## config.mk

```make
export PLATFORM = sky130hd
export DESIGN_NAME = mm_dispatch
export DESIGN_NICKNAME = d
export VERILOG_FILES = /design/src/rtl/mm_pkg.sv /design/src/rtl/mm_inst_decode.sv /design/src/rtl/mm_dispatch.sv
export SDC_FILE = /design/constraint.sdc
export NUM_CORES = 1
export LEC_CHECK = 0
export ABC_AREA = 0
export CORE_MARGIN = 2
export CORE_UTILIZATION = 40
export DETAILED_ROUTE_END_ITERATION = 10
export PLACE_DENSITY = 0.7
export SLEW_MARGIN = 0
export SYNTH_ARGS = -nofsm -noshare
export SYNTH_HDL_FRONTEND = slang
export SYNTH_SLANG_ARGS = --single-unit
```

## constraint.sdc

```tcl
create_clock -name clk -period 3 [get_ports clk]
set_input_delay 0.45 -clock clk [delete_from_list [all_inputs] [get_ports clk]]
set_output_delay 0.45 -clock clk [all_outputs]
set_load 0.05 [all_outputs]
```

## src/rtl/mm_pkg.sv

```systemverilog
// Shared definitions for the matrix-multiply dispatcher: instruction layout,
// FSM state encoding, error codes and the fields record handed to mm_main.
package mm_pkg;

   localparam logic [3:0] OPCODE_MM = 4'h3;

   localparam int OPC_LSB   = 0;
   localparam int OPC_W     = 4;
   localparam int WADDR_LSB = 4;
   localparam int WADDR_W   = 13;
   localparam int IADDR_LSB = 17;
   localparam int IADDR_W   = 11;
   localparam int OADDR_LSB = 28;
   localparam int OADDR_W   = 11;
   localparam int BADDR_LSB = 39;
   localparam int BADDR_W   = 9;
   localparam int CI_LSB    = 48;
   localparam int CI_W      = 8;
   localparam int CO_LSB    = 56;
   localparam int CO_W      = 8;
   localparam int N_LSB     = 64;
   localparam int N_W       = 16;
   localparam int R_BIT     = 80;
   localparam int A_BIT     = 81;
   localparam int B_BIT     = 82;
   localparam int RSV_LSB   = 83;
   localparam int RSV_W     = 37;
   localparam int TAG_LSB   = 120;
   localparam int TAG_W     = 8;

   localparam logic [2:0] ERR_NONE          = 3'd0;
   localparam logic [2:0] ERR_OPCODE        = 3'd1;
   localparam logic [2:0] ERR_ZERO_DIM      = 3'd2;
   localparam logic [2:0] ERR_SPURIOUS_DONE = 3'd3;

   typedef enum logic [2:0] {
      ST_IDLE   = 3'd0,
      ST_DECODE = 3'd1,
      ST_START  = 3'd2,
      ST_WAIT   = 3'd3,
      ST_CMPL   = 3'd4,
      ST_ERR    = 3'd5
   } mm_state_t;

   typedef struct packed {
      logic [WADDR_W-1:0] weight_addr;
      logic [IADDR_W-1:0] input_addr;
      logic [OADDR_W-1:0] output_addr;
      logic [BADDR_W-1:0] bias_addr;
      logic [CI_W-1:0]    ci;
      logic [CO_W-1:0]    co;
      logic [N_W-1:0]     n;
      logic               relu;
      logic               acc;
      logic               bias;
      logic [TAG_W-1:0]   tag;
   } mm_fields_t;

   function automatic logic [31:0] sat_inc32(input logic [31:0] v);
      return (v == 32'hFFFF_FFFF) ? v : v + 32'd1;
   endfunction

endpackage

```

## src/rtl/mm_inst_decode.sv

```systemverilog
// Combinational field extraction and legality check for one MM instruction.
module mm_inst_decode
   import mm_pkg::*;
#(
   parameter int INST_W = 128
) (
   input  logic [INST_W-1:0] inst,
   output mm_fields_t        fields,
   output logic [2:0]        err_code
);

   // Reserved bits carry no meaning; folded here so they are visibly consumed.
   logic unused_reserved;
   assign unused_reserved = ^inst[RSV_LSB +: RSV_W];

   always_comb begin
      fields             = '0;
      fields.weight_addr = inst[WADDR_LSB +: WADDR_W];
      fields.input_addr  = inst[IADDR_LSB +: IADDR_W];
      fields.output_addr = inst[OADDR_LSB +: OADDR_W];
      fields.bias_addr   = inst[BADDR_LSB +: BADDR_W];
      fields.ci          = inst[CI_LSB +: CI_W];
      fields.co          = inst[CO_LSB +: CO_W];
      fields.n           = inst[N_LSB +: N_W];
      fields.relu        = inst[R_BIT];
      fields.acc         = inst[A_BIT];
      fields.bias        = inst[B_BIT];
      fields.tag         = inst[TAG_LSB +: TAG_W];

      err_code = ERR_NONE;
      if (inst[OPC_LSB +: OPC_W] != OPCODE_MM) begin
         err_code = ERR_OPCODE;
      end else if (fields.ci == '0 || fields.co == '0 || fields.n == '0) begin
         err_code = ERR_ZERO_DIM;
      end
   end

endmodule

```

## src/rtl/mm_dispatch.sv

```systemverilog
// Matrix-multiply front-end: accepts one instruction at a time, validates it,
// starts mm_main, and reports a tagged completion or an error.
//
// state  | meaning
// IDLE   | ready for a new instruction
// DECODE | fields latched, legality result being acted on
// START  | one-cycle start pulse to mm_main, busy counter cleared
// WAIT   | mm_main running, busy counter counting
// CMPL   | completion pulse with tag and cycle count
// ERR    | rejected instruction reported with code and tag
module mm_dispatch
   import mm_pkg::*;
#(
   parameter int INST_W = 128
) (
   input  logic              clk,
   input  logic              rstn,
   input  logic              inst_valid,
   output logic              inst_ready,
   input  logic [INST_W-1:0] inst_data,
   output logic              mm_start_valid,
   output logic [12:0]       mm_weight_start_addr,
   output logic [10:0]       mm_input_start_addr,
   output logic [10:0]       mm_output_start_addr,
   output logic [8:0]        mm_bias_start_addr,
   output logic [7:0]        mm_input_addr_per_feature,
   output logic [7:0]        mm_output_addr_per_feature,
   output logic [15:0]       mm_number_of_node,
   output logic              mm_r,
   output logic              mm_a,
   output logic              mm_b,
   input  logic              mm_done,
   output logic              cmpl_valid,
   output logic [7:0]        cmpl_tag,
   output logic [31:0]       cmpl_cycles,
   output logic              err_valid,
   output logic [2:0]        err_code,
   output logic [7:0]        err_tag
);

   mm_state_t  state, state_nxt;
   mm_fields_t fields_d, params_q;
   logic [2:0] dec_code, dec_code_q;
   logic [31:0] busy_cnt;
   logic        accept;

   mm_inst_decode #(.INST_W(INST_W)) u_decode (
      .inst     (inst_data),
      .fields   (fields_d),
      .err_code (dec_code)
   );

   assign accept = inst_valid & inst_ready;

   always_ff @(posedge clk or negedge rstn) begin
      if (!rstn) state <= ST_IDLE;
      else       state <= state_nxt;
   end

   always_comb begin
      state_nxt = state;
      case (state)
         ST_IDLE:   if (inst_valid) state_nxt = ST_DECODE;
         ST_DECODE: state_nxt = (dec_code_q != ERR_NONE) ? ST_ERR : ST_START;
         ST_START:  state_nxt = ST_WAIT;
         ST_WAIT:   if (mm_done) state_nxt = ST_CMPL;
         ST_CMPL:   state_nxt = ST_IDLE;
         ST_ERR:    state_nxt = ST_IDLE;
         default:   state_nxt = ST_IDLE;
      endcase
   end

   always_comb begin
      inst_ready     = (state == ST_IDLE);
      mm_start_valid = (state == ST_START);
      cmpl_valid     = (state == ST_CMPL);
   end

   // Parameters only move on accept, so mm_main sees them stable for the whole run.
   always_ff @(posedge clk or negedge rstn) begin
      if (!rstn) begin
         params_q   <= '0;
         dec_code_q <= ERR_NONE;
      end else if (accept) begin
         params_q   <= fields_d;
         dec_code_q <= dec_code;
      end
   end

   always_ff @(posedge clk or negedge rstn) begin
      if (!rstn) begin
         busy_cnt    <= '0;
         cmpl_tag    <= '0;
         cmpl_cycles <= '0;
      end else begin
         if (state == ST_START)     busy_cnt <= '0;
         else if (state == ST_WAIT) busy_cnt <= sat_inc32(busy_cnt);
         if (state == ST_WAIT && mm_done) begin
            cmpl_tag    <= params_q.tag;
            cmpl_cycles <= sat_inc32(busy_cnt);
         end
      end
   end

   // A decode rejection outranks a spurious done landing in the same cycle.
   always_ff @(posedge clk or negedge rstn) begin
      if (!rstn) begin
         err_valid <= 1'b0;
         err_code  <= ERR_NONE;
         err_tag   <= '0;
      end else if (state == ST_DECODE && dec_code_q != ERR_NONE) begin
         err_valid <= 1'b1;
         err_code  <= dec_code_q;
         err_tag   <= params_q.tag;
      end else if (mm_done && state != ST_WAIT) begin
         err_valid <= 1'b1;
         err_code  <= ERR_SPURIOUS_DONE;
         err_tag   <= '0;
      end else begin
         err_valid <= 1'b0;
      end
   end

   assign mm_weight_start_addr       = params_q.weight_addr;
   assign mm_input_start_addr        = params_q.input_addr;
   assign mm_output_start_addr       = params_q.output_addr;
   assign mm_bias_start_addr         = params_q.bias_addr;
   assign mm_input_addr_per_feature  = params_q.ci;
   assign mm_output_addr_per_feature = params_q.co;
   assign mm_number_of_node          = params_q.n;
   assign mm_r                       = params_q.relu;
   assign mm_a                       = params_q.acc;
   assign mm_b                       = params_q.bias;

endmodule
```

==> metrics.yaml, run 1 <==
timing:
  final.setup.tns_ps: 0
  worst_slack_ps: 362
  timing.fmax_mhz: 379
  rsz0062_at_grt: "no"
  finalMaxSlewViolations: 0
  relSlewSlack_pct: 53.7
  finalSetupViolCount: 0
  min_period_ps: 2640
  tightest_slew_ps: 694
  whs_ps: -14.6
  hold_viol_final: 5
  fin_skew_ps: 8.52
  post-route-period-util_pct: 87.9
floorplan:
  die_area_mm2: 0.0225
  chipWidth_um: 150
  core_area_mm2: 0.0210
  num_rows: 53
  die_y_um: 150
  start_util_pct: 40.6
  pin_count: 266
clock_network:
  cts_tree: "done"
  htreeDepth: 4
  clkSlewWorstSetupHoldPaths_ps: 70
  post_cts_buffers: 0
  clockBufferDepth: 2
  hold_buffers: 0
  clk_latency_ps: 430
  ctsRootBufferMaster: "clkbuf_16"
  cts.sinks: 175
  cts_buffers: 17
  post_cts_resized: 0
synthesis:
  synth-seq-area-share_pct: 51.3
  synth_seq_cells: 175
  synth_fp_nets: 897
  avgSynthCellArea_um2: 11.2
  yosysTopAreaCellShare_pct: 51.3
  synth_area_mm2: 0.00854
  syn_inst: 764
  synth_cell_types: 46
  synth_top_area_cell: "dfrtp_1"
  synth_area_leaders: "dfrtp_1 (51%), mux2_2 (13%), buf_4 (6.8%)"
  yosys_warnings: 0
detailed_routing:
  drt-initial-drc-count: 394
  avgRoutedWirePerCell_um: 17.2
  num_vias: 6332
  routed_via_density: 5.32
  drc: 0
  antenna_left: 0
  finalWirelength_mm: 20.5
  dr.pass1.iters: 4
place:
  post-dp-hpwl_mm: 14.3
  pre_cts_ws_ps: 396
  io_buffers: 227
  place_congestion: 0.806
pwr:
  pwr-share-clk_pct: 16.0
  total_power_mw: 13.3
  p_sw_share_pct: 46.6
  irDropWorstVdd_uv: 753
  p_seq_share_pct: 29.3
  p_int_mw: 7.08
  p_sw_mw: 6.18
  p_leak_nw: 4.30
  cellPowerDensity_mw_per_mm2: 1190
  combPwrFrac_pct: 54.7
cells_and_area:
  drive_gt1_share_pct: 17.8
  areaGrowthSynthToFinish_pct: 30.5
  num_antenna_cells: 0
  layout_common_cells: "clkdlybuf4s50_1 (225), dfrtp_1 (174), mux2_2 (101)"
  final_common_cell: "clkdlybuf4s50_1"
  nNetsFinal: 1036
  postLayoutCoreUtil_pct: 53.0
status:
  outcome: "finished with violations"
  failed_checks: "hold timing"
global_route:
  grt_pass1_wl_mm: 33.2
  track_usage_pct: 18.9
  grt_start_max_net_pins: 63
  antenna_found_initial: 0
  grt_pass1_vias: 6300
  grt-ovfl-total: 0
worst_setup_path:
  r2r_cells: 7
  cpPeakStageDelay_ps: 570
  crit_chain: "ha_1 > nand3_4 > or3_1 > nor4_4 > buf_12 > nor3_1 > a221o_1"
  worstSetupPathType: "reg2reg"
  critPathMaxFanout: 60
  cp.required_ps: 3320
  start_kind: "flip-flop"
  crit_path_end_kind: "flip-flop"
  worst_path_max_delay_cell: "or3_1"
  critPathArrivalTime_ps: 2960
min_path:
  hold_path_class: "in2async"
run:
  maxCapViolCount: 0
[synth_stat cells (all sizes together)]
cell type,number
dfrtp,175
mux2,101
buf,91
nand2,45
nor2,44
clkbuf,35
a31oi,29
or3,25
o211ai,22
o311ai,22
nand3,21
o21ai,18
nand3b,17
or4,16
nand4,14
a22o,11
nor4,10
o31ai,10
a21oi,7
inv,7
nor3,7
and3,5
nor3b,4
or2,4
xnor2,3
a221o,2
and2,2
and4,2
nand2b,2
nor2b,2
o22a,2
o311a,2
a2111oi,1
conb,1
ha,1
mux2i,1
o2111ai,1
o22ai,1
xor2,1
[layout make-up]
class | instances | area, um^2
clock inverters | 13 | 120
multi-input cells | 456 | 3330
inverters | 7 | 26.3
clock buffers | 18 | 429
repair buffers | 246 | 2510
fillers | 1863 | 9870
well taps | 275 | 344
flip-flops and latches | 175 | 4380
[worst max-delay path: cells and delay by family, from the launching register on]
kind,cells,cell delay (ps)
AND/OR/NAND/NOR,4,1200
flip-flops,1,470
AO/OA/AOI/OAI,1,290
buffers and inverters,1,280
adder cells (fa/ha/maj),1,270
[flip-flops by register name (all words and copies together), names as in the netlist, 9 cells and up]
register / flops
busy_cnt: 32
mm_bias_start_addr: 9
cmpl_cycles: 32
mm_weight_start_addr: 13
mm_number_of_node: 16
mm_output_start_addr: 11
mm_input_start_addr: 11
[per-layer routing]
layer  vias up  track usage [%]  wire length [um]
met1      3123             24.0              9110
met3        26             5.85              1280
met5         -                0                 0
met2       158             31.0              9770
li1       3025                -                 -
met4         0             5.61               332
[path summary, 6_finish.rpt]
| kind | endpoint | slack, ps | start |
|---|---|---|---|
| worst min-delay path | cmpl_cycles[21] | -10 | rstn |
| worst max register to register | busy_cnt[11] | 360 | busy_cnt[0] |
| max in group asynchronous | mm_output_start_addr[8] | 2260 | rstn |
| worst max-delay path | busy_cnt[11] | 360 | busy_cnt[0] |
| worst min register to register | err_code[1] | 500 | err_code[1] |
| min in group clk | err_code[1] | 500 | err_code[1] |
[power groups by stage]
stage / Clock, mW / Combinational [mW] / Sequential (mW)
after floorplan: 0 / 4.54 / 4.90
after global placement: 0 / 7.26 / 3.89
after detailed placement: 0 / 7.31 / 3.93
after CTS: 2.19 / 7.32 / 3.89
after global routing: 2.28 / 7.61 / 4.02
final: 2.12 / 7.26 / 3.88
[stage by stage]
step	instances	area (um^2)
detailed placement	1159	10600
global route	1190	11100
global placement	1159	10600
floorplan	764	8550
CTS	1190	11100
finish	1190	11100
[logic make-up after synthesis]
| kind of cell | count (synthesis) | synth area share (%) |
|---|---|---|
| fa+ha+maj | 1 | 0.146 |
| other cells | 1 | 0.0439 |
| xor+xnor | 4 | 0.410 |
| mux | 102 | 13.4 |
| simple gates | 220 | 14.0 |
| compound gates | 128 | 10.8 |
| flops | 175 | 51.3 |
| buf+inv | 133 | 9.87 |
Power figures use the tool's default switching activity.
==> run 2: changes to the inputs <==
--- a/config.mk
+++ b/config.mk
@@ -6,7 +6,6 @@
 export NUM_CORES = 1
 export LEC_CHECK = 0
 export ABC_AREA = 0
-export CORE_MARGIN = 2
 export CORE_UTILIZATION = 40
 export DETAILED_ROUTE_END_ITERATION = 10
 export PLACE_DENSITY = 0.7
==> metrics.yaml, run 2 (same netlist as run 1, synthesis figures left out) <==
run:
  maxCapViolCount: 0
detailed_routing:
  finalWirelength_mm: 20.5
  dr.pass1.iters: 4
  drc: 0
  routed_via_density: 5.30
  drt-initial-drc-count: 366
  avgRoutedWirePerCell_um: 17.1
  antenna_left: 0
  num_vias: 6340
pwr:
  irDropWorstVdd_uv: 715
  cellPowerDensity_mw_per_mm2: 1190
  total_power_mw: 13.3
  p_leak_nw: 4.34
clock_network:
  cts_buffers: 17
  post_cts_buffers: 0
  htreeDepth: 4
  cts_tree: "done"
  ctsRootBufferMaster: "clkbuf_16"
  clockBufferDepth: 2
  cts.sinks: 175
  clk_latency_ps: 430
  hold_buffers: 1
  post_cts_resized: 0
  clkSlewWorstSetupHoldPaths_ps: 70
cells_and_area:
  num_antenna_cells: 0
  stdcell_count: 1196
  layout_common_cells: "clkdlybuf4s50_1 (225), dfrtp_1 (174), mux2_2 (101)"
  nNetsFinal: 1041
  final_common_cell: "clkdlybuf4s50_1"
  fill_cells: 1889
  fin_area_mm2: 0.0112
  areaGrowthSynthToFinish_pct: 30.9
  drive_gt1_share_pct: 18.2
worst_setup_path:
  cp-endpoint: "busy_cnt[13]"
  r2r_cells: 7
  critPathMaxFanout: 58
  reg2reg_slack_ps: 240
  r2r_end: "busy_cnt[13]"
  cp-startpoint: "busy_cnt[0]"
  start_kind: "flip-flop"
  crit_path_end_kind: "flip-flop"
  crit_chain: "ha_1 > nand3_4 > or3_1 > nor4_4 > buf_12 > nor3_1 > a221o_1"
  cp.required_ps: 3300
  worstSetupPathType: "reg2reg"
  critPathArrivalTime_ps: 3060
  cpPeakStageDelay_ps: 580
  worst_path_max_delay_cell: "or3_1"
  r2r_start: "busy_cnt[0]"
global_route:
  grt_pass1_vias: 6334
  grt_pass1_wl_mm: 33.3
  antenna_found_initial: 0
  grt-ovfl-total: 0
  track_usage_pct: 19.5
  grt_start_max_net_pins: 76
place:
  pre_cts_ws_ps: 297
  dp.cells: 1163
  place_area_mm2: 0.0106
  post-dp-hpwl_mm: 14.3
  place_congestion: 0.786
  io_buffers: 227
timing:
  finalMaxSlewViolations: 0
  post-route-period-util_pct: 91.9
  min_period_ps: 2760
  worst_slack_ps: 243
  fin_skew_ps: 13.6
  tightest_slew_ps: 1090
  finalSetupViolCount: 0
  rsz0062_at_grt: "no"
  final.setup.tns_ps: 0
  relSlewSlack_pct: 26.7
  timing.fmax_mhz: 363
  hold_viol_final: 0
floorplan:
  num_rows: 53
  start_util_pct: 40.8
  chipWidth_um: 148
  pin_count: 266
  die_area_mm2: 0.0219
  core_area_mm2: 0.0210
  die_y_um: 148
min_path:
  hold_path_class: "reg2reg"
status:
  outcome: "complete, no violations"
run 2: power by group:
| group | switching [mW] | internal (mW) |
|---|---|---|
| clock | 1.03 | 1.13 |
| sequential | 0.563 | 3.32 |
| combinational | 4.57 | 2.64 |
| total | 6.17 | 7.09 |
run 2: final cells by class:
class	instances	area, um^2	share of cell area (%)
Sequential cell	175	4380	39.2
Multi-Input combinational cell	456	3330	29.8
Timing Repair Buffer	251	2520	22.5
Clock buffer	19	443	3.96
Tap cell	275	344	3.08
Clock inverter	13	136	1.22
Inverter	7	26.3	0.235
run 2: worst min-delay path by stage:
stage / from / to / slack [ps] / cells after the start
final: err_code[0] / err_code[0] / 500 / 1
after global routing: err_tag[4] / err_tag[4] / 510 / 1
after CTS: err_tag[4] / err_tag[4] / 510 / 1
after detailed placement: rstn / cmpl_cycles[22] / 420 / 1
after global placement: rstn / cmpl_cycles[22] / 420 / 1
after floorplan: rstn / busy_cnt[0] / 150 / 0
run 2: metal layers:
layer	wire length, um	vias to the layer above	part of all wire, %	global-route usage, %
met4	261	0	1.3	5.62
met1	9000	3111	44	25.4
met3	1160	14	5.7	5.40
met5	0	-	0	0
met2	10000	167	49	31.7
li1	-	3048	-	-
run 2: through the flow:
stage               util (%)  hold slack, ps
floorplan                  -             154
global placement        50.5             419
detailed placement      50.5             419
CTS                     53.4             508
global route            53.4             512
finish                  53.4             501
run 2: worst max-delay path: cells and delay by family, from the launching register on:
kind	cells	cell delay [ps]
AOI/OAI and AO/OA	1	300
adders and majority gates	1	270
buffers and inverters	1	270
DFF	1	480
and+or+nand+nor	4	1280
==> run 3: changes to the inputs <==
--- a/config.mk
+++ b/config.mk
@@ -9,7 +9,7 @@
 export CORE_UTILIZATION = 40
 export DETAILED_ROUTE_END_ITERATION = 10
 export PLACE_DENSITY = 0.7
-export SLEW_MARGIN = 0
+export SLEW_MARGIN = 40
 export SYNTH_ARGS = -nofsm -noshare
 export SYNTH_HDL_FRONTEND = slang
 export SYNTH_SLANG_ARGS = --single-unit
==> metrics.yaml, run 3 (same netlist as run 1, synthesis figures left out) <==
clock_network:
  post_cts_resized: 0
  clockBufferDepth: 2
  htreeDepth: 4
  ctsRootBufferMaster: "clkbuf_16"
  post_cts_buffers: 0
  cts.sinks: 175
  cts_tree: "done"
  hold_buffers: 1
  clk_latency_ps: 440
  clkSlewWorstSetupHoldPaths_ps: 70
  cts_buffers: 17
worst_setup_path:
  critPathMaxFanout: 58
  start_kind: "flip-flop"
  cpPeakStageDelay_ps: 560
  worst_path_max_delay_cell: "or3_1"
  r2r_start: "busy_cnt[0]"
  crit_chain: "ha_1 > nand3_4 > or3_1 > nor4_4 > buf_12 > nor3_1 > a221o_1"
  worstSetupPathType: "reg2reg"
  critPathArrivalTime_ps: 3030
  cp.required_ps: 3310
  crit_path_end_kind: "flip-flop"
  cp-startpoint: "busy_cnt[0]"
pwr:
  p_leak_nw: 4.36
  irDropWorstVdd_uv: 639
  cellPowerDensity_mw_per_mm2: 1190
place:
  io_buffers: 227
  place_area_mm2: 0.0106
  place_congestion: 0.786
  post-dp-hpwl_mm: 14.3
floorplan:
  core_area_mm2: 0.0210
  die_area_mm2: 0.0219
  chipWidth_um: 148
  start_util_pct: 40.8
  num_rows: 53
  pin_count: 266
  die_y_um: 148
timing:
  post-route-period-util_pct: 90.7
  fin_skew_ps: 12.8
  finalSetupViolCount: 0
  timing.fmax_mhz: 367
  hold_viol_final: 0
  final.setup.tns_ps: 0
  min_period_ps: 2720
  rsz0062_at_grt: "no"
  finalMaxSlewViolations: 0
  relSlewSlack_pct: 57.1
  tightest_slew_ps: 643
status:
  outcome: "complete, no violations"
run:
  maxCapViolCount: 0
cells_and_area:
  fin_area_mm2: 0.0112
  fill_cells: 1862
  areaGrowthSynthToFinish_pct: 31.4
  ff_latch_area_mm2: 0.00438
  layout_common_cells: "clkdlybuf4s50_1 (225), dfrtp_1 (174), mux2_2 (101)"
  multi_input_area_mm2: 0.00334
  final_common_cell: "clkdlybuf4s50_1"
  nNetsFinal: 1041
  num_antenna_cells: 0
  drive_gt1_share_pct: 18.5
min_path:
  hold_path_startpoint: "err_tag[4]"
  hold_path_class: "reg2reg"
detailed_routing:
  avgRoutedWirePerCell_um: 17.0
  routed_via_density: 5.32
  drc: 0
  drt-initial-drc-count: 386
  finalWirelength_mm: 20.4
  num_vias: 6361
  dr.pass1.iters: 4
  antenna_left: 0
global_route:
  antenna_found_initial: 0
  grt-ovfl-total: 0
  grt_pass1_vias: 6330
  grt_pass1_wl_mm: 33.6
  grt_start_max_net_pins: 76
  track_usage_pct: 19.6
==> run 3: stage by stage <==
stage | power, mW | utilization (%) | setup slack (ps) | hold WS, ps | instances
finish | 13.4 | 53.6 | 279 | 502 | 1196
global route | 14.0 | 53.6 | 97.0 | 512 | 1196
CTS | 13.5 | 53.6 | 284 | 505 | 1196
detailed placement | 11.2 | 50.6 | 303 | 415 | 1163
global placement | 11.1 | 50.5 | 368 | 419 | 1163
floorplan | 9.44 | - | 264 | 154 | 764
==> run 3: routing by layer <==
layer / part of all wire (%) / track usage, % / vias up
li1: - / - / 3045
met1: 44 / 25.4 / 3138
met2: 48 / 31.9 / 157
met3: 6.0 / 5.15 / 21
met4: 1.6 / 6.39 / 0
met5: 0 / 0 / -
==> run 3: report_power, final <==
part | switching [mW] | internal (mW)
Clock | 1.09 | 1.21
Combinational | 4.57 | 2.64
Sequential | 0.558 | 3.32
==> run 3: layout make-up <==
class,count,share of cell area (%)
Clock inverter,15,1.73
Tap cell,275,3.07
Clock buffer,17,3.79
Timing Repair Buffer,251,22.4
Inverter,7,0.234
Multi-Input combinational cell,456,29.7
Sequential cell,175,39.0
==> run 3: worst paths after layout <==
check | endpoint | slack [ps] | cells after the start
setup / recovery | busy_cnt[13] | 280 | 7
hold / removal | err_tag[4] | 500 | 1
setup reg to reg | busy_cnt[13] | 280 | 7
hold reg to reg | err_tag[4] | 500 | 1
max in group asynchronous | cmpl_cycles[19] | 1550 | 3
min in group asynchronous | cmpl_cycles[22] | 510 | 2
==> run 3: critical path: cells and delay by family (launching register included) <==
kind	cells	cell delay (ps)
simple gates	4	1250
flops	1	480
compound gates	1	300
fa+ha+maj	1	270
buf+inv	1	270
